File: config.mk
export PLATFORM = sky130hd
export DESIGN_NAME = slc3_mem_if
export DESIGN_NICKNAME = d
export VERILOG_FILES = /design/src/rtl/slc3_mem_if.sv
export SDC_FILE = /design/constraint.sdc
export NUM_CORES = 1
export LEC_CHECK = 0
export ABC_AREA = 1
export CAP_MARGIN = 10
export CORE_MARGIN = 8
export CORE_UTILIZATION = 45
export DETAILED_ROUTE_END_ITERATION = 6
export HOLD_SLACK_MARGIN = 0.03
export PLACE_DENSITY = 0.8
export SYNTH_ARGS = -nofsm -noshare
export SYNTH_HDL_FRONTEND = slang
export SYNTH_SLANG_ARGS = --single-unit
File: constraint.sdc
create_clock -name clk -period 9.5 [get_ports clk]
set_input_delay 1.9 -clock clk [delete_from_list [all_inputs] [get_ports clk]]
set_output_delay 1.9 -clock clk [all_outputs]
set_load 0.05 [all_outputs]
File: src/rtl/slc3_mem_if.sv
// SLC-3 memory-access sequencer: single-word SRAM read/write with a fixed wait count,
// plus the 0xFFFF switch/hex-display I/O location that bypasses the SRAM.
module slc3_mem_if #(
  parameter int          WAIT_CYCLES = 2,
  parameter int          ADDR_W      = 20,
  parameter logic [15:0] IO_ADDR     = 16'hFFFF
) (
  input  logic              clk,
  input  logic              reset,
  // Handshake: mem_req is sampled only in IDLE; mem_ready pulses for exactly one
  // cycle when the access completes, and control must drop mem_req in that cycle
  // unless it wants the next transaction to start in the following IDLE cycle.
  input  logic              mem_req,
  input  logic              mem_we,
  input  logic [15:0]       mar,
  input  logic [15:0]       mdr_out,
  output logic [15:0]       mdr_in,
  output logic              mem_ready,
  output logic              busy,
  output logic [ADDR_W-1:0] sram_addr,
  output logic [15:0]       sram_wdata,
  input  logic [15:0]       sram_rdata,
  output logic              sram_ce_n,
  output logic              sram_oe_n,
  output logic              sram_we_n,
  input  logic [15:0]       sw,
  output logic [15:0]       hex_out,
  output logic [1:0]        state_dbg
);

  typedef enum logic [1:0] {IDLE, ACCESS, IO, DONE} state_t;

  localparam logic [3:0] CNT_INIT = 4'(WAIT_CYCLES - 1);

  state_t      state;
  logic [3:0]  cnt;
  logic        we_q;
  logic [15:0] data_q;

  assign state_dbg = state;

  always_ff @(posedge clk or posedge reset) begin
    if (reset) begin
      state      <= IDLE;
      cnt        <= '0;
      we_q       <= 1'b0;
      data_q     <= '0;
      mdr_in     <= '0;
      hex_out    <= '0;
      sram_addr  <= '0;
      sram_wdata <= '0;
      mem_ready  <= 1'b0;
      busy       <= 1'b0;
      sram_ce_n  <= 1'b1;
      sram_oe_n  <= 1'b1;
      sram_we_n  <= 1'b1;
    end else begin
      case (state)
        IDLE: begin
          mem_ready <= 1'b0;
          if (mem_req) begin
            we_q   <= mem_we;
            data_q <= mdr_out;
            busy   <= 1'b1;
            if (mar == IO_ADDR) begin
              state <= IO;
            end else begin
              // Strobes, address and data are registered here so they are clean
              // and stable from the first ACCESS cycle onward.
              state     <= ACCESS;
              cnt       <= CNT_INIT;
              sram_addr <= {{(ADDR_W-16){1'b0}}, mar};
              if (mem_we) sram_wdata <= mdr_out;
              sram_ce_n <= 1'b0;
              sram_oe_n <= mem_we;
              sram_we_n <= ~mem_we;
            end
          end
        end
        ACCESS: begin
          if (cnt == 4'd0) begin
            if (!we_q) mdr_in <= sram_rdata;
            sram_ce_n <= 1'b1;
            sram_oe_n <= 1'b1;
            sram_we_n <= 1'b1;
            mem_ready <= 1'b1;
            state     <= DONE;
          end else begin
            cnt <= cnt - 4'd1;
          end
        end
        IO: begin
          if (we_q) hex_out <= data_q;
          else      mdr_in  <= sw;
          mem_ready <= 1'b1;
          state     <= DONE;
        end
        DONE: begin
          mem_ready <= 1'b0;
          busy      <= 1'b0;
          state     <= IDLE;
        end
        default: state <= IDLE;
      endcase
    end
  end

endmodule

==> impl_metrics.toml <==
[global_route]
grt-ovfl-total = 0
busiest_layer = "met2"
antenna_found_initial = 0
use_met3 = 0.0519
grt_usage = 0.167
grt_util_met1 = 0.195
grt_max_degree = 93
met2_usage = 0.281
grt_pass1_wl_um = 17200
grt_pass1_vias = 3518

[timing]
relSlewSlack = 0.383
slew_violations = 0
fmax_ghz = 0.270
worst_pin_slew_ns = 0.922
fin_crit_sh = 0.390
period_needed_ns = 3.71
final-setup-viol-count = 0
rsz0062_at_grt = "false"
timing.hold.ws_ns = 0.468
setup_tns_ns = 0
setup_ws_ns = 5.79
hold_viol_final = 0
fin_skew_ns = 0.00933

[floorplanning]
io_pins = 143
core-area_mm2 = 0.00906
fp.dieW_um = 112
die_y_um = 112
die_area_mm2 = 0.0125
rows = 35
start_util = 0.456

[worst_hold_path]
hold_class = "reg -> reg"

[finish]
n_fill_cell = 732
layout_common_cells = "clkdlybuf4s50_1, nand2_1, dfrtp_1"
syn_to_final_growth_pct = 39.5
antennaDiodeCount = 0
drive_above_1_share = 0.154
layout_commonest_cell = "clkdlybuf4s50_1"
nets = 623
finalNonFillerCells = 664
final_area_mm2 = 0.00576

[synth]
yosysWarnings = 0
synth.area.top_cells = "dfrtp_1, nand2_1, mux2_2"
syn_area_mm2 = 0.00413
netlist_instances = 414
seq_area_frac_synth = 0.558
ys_ff_latch = 92
yosysTopAreaCellShare = 0.539
synth_cell_type_count = 30
synth_area_leader_cell = "dfrtp_1"
syn_area_per_cell_um2 = 9.98

[placement]
gp_congestion = 0.794
pre_cts_ws_ns = 5.41
dp_cells = 648
placed_area_mm2 = 0.00554
dp_hpwl_um = 7660
numPortBuffers = 138

[clock_tree]
cts_buffers = 9
cts_max_path_buffers = 2
cts_tree = "yes"
root_buffer = "clkbuf_8"
cts_resized = 0
cts_sinks = 92
post_cts_buffers = 0
clock_latency_ns = 0.36
htreeDepth = 3
path_clk_slew_ns = 0.09
ctsHoldBuffers = 0

[route]
post_drt_wl_per_cell_um = 15.4
drt-total-wl_um = 10200
num_vias = 3244
first_pass_iters = 4
drc_errors = 0
drtAntennaViolNets = 0
routed_via_density = 4.89
drt_iter0_markers = 101

[critical_path]
crit_path_end_kind = "flip-flop"
crit_arrival_ns = 3.98
worstPathMaxFanout = 36
cp-start-kind = "primary input"
path_cells = "clkdlybuf4s50_1 > nand2_2 > clkinv_2 > nand3_4 > nand2_1 > o21ai_1"
slowest_delay_ns = 0.49
crit_type = "in -> reg"
crit_slowest_cell = "nand3_4"
cp_data_required_time_ns = 9.77

[power_and_ir_drop]
power.leakage_nw = 2.70
vdd_ir_drop_max_mv = 0.192
power.density_mw_per_mm2 = 390

[status]
status = "completed"

[flow_run]
drv_cap = 0
[metal layers]
metal | vias up | routed length, µm
met2 | 102 | 5040
met5 | - | 0
li1 | 1585 | -
met4 | 0 | 200
met1 | 1540 | 4280
met3 | 17 | 680
[report_power, final]
group,leakage (nW),internal (mW),switching [mW]
combinational,1.46,0.439,0.853
clock,0.0910,0.128,0.137
sequential,1.15,0.581,0.109
[area by class of cell]
| type | instances | area [µm²] | area share |
|---|---|---|---|
| sequential | 92 | 2310 | 0.400 |
| multi-input combinational | 259 | 1520 | 0.264 |
| timing repair buffer | 140 | 1420 | 0.246 |
| inverter | 47 | 179 | 0.0310 |
| tap | 111 | 139 | 0.0241 |
| clock buffer | 10 | 138 | 0.0239 |
| clock inverter | 5 | 61.3 | 0.0106 |
[metrics by stage]
step                      utilization  power (mW)
after floorplan                     -        1.58
after global placement          0.611        1.96
after detailed placement        0.611        2.00
after CTS                       0.633        2.27
after global routing            0.636        2.38
final                           0.636        2.25
[critical path, delay by kind of cell]
kind	cells	cell delay (ns)
AO/OA/AOI/OAI	1	0.11
buffers and inverters	2	0.89
AND/OR/NAND/NOR	3	1.07
[synthesized netlist by cell type, drive strengths merged]
| library cell | instances |
|---|---|
| buf | 16 |
| clkinv | 1 |
| nand3 | 23 |
| nor2 | 11 |
| mux2 | 32 |
| xor2 | 1 |
| dfstp | 3 |
| a22oi | 2 |
| o21ai | 54 |
| clkbuf | 3 |
| conb | 1 |
| nand4 | 6 |
| nor3 | 1 |
| nand2 | 118 |
| inv | 46 |
| ha | 6 |
| dfrtp | 89 |
| xnor2 | 1 |
[cells by family (layout without fill, tap and decap cells)]
kind of cell             after synthesis  in the layout  synth area share
AND/OR/NAND/NOR                      159            159             0.174
flip-flops                            92             92             0.558
buffers and inverters                 66            202            0.0757
AO/OA/AOI/OAI                         56             56            0.0818
multiplexers                          32             32            0.0872
adder cells (fa/ha/maj)                6              6            0.0182
XOR/XNOR                               2              2           0.00424
other                                  1              4          0.000908
[sequential cells by signal (all words and copies together) (netlist names)]
signal / count
data_q: 16
hex_out: 16
mdr_in: 16
sram_addr: 16
sram_wdata: 16
cnt: 4
state_dbg: 2
busy: 1
mem_ready: 1
sram_ce_n: 1
sram_oe_n: 1
sram_we_n: 1
we_q: 1
[path summary, 6_finish.rpt]
path | from | to | slack (ns) | cells past startpoint
min in group asynchronous | reset | hex_out[10] | 2.00 | 3
hold / removal | sram_we_n | sram_we_n | 0.47 | 2
max in group asynchronous | reset | sram_we_n | 6.81 | 4
setup reg to reg | state_dbg[0] | mdr_in[12] | 6.91 | 5
setup / recovery | mem_req | sram_wdata[4] | 5.79 | 6
hold reg to reg | sram_we_n | sram_we_n | 0.47 | 2
(Power assumes the default switching activity.)
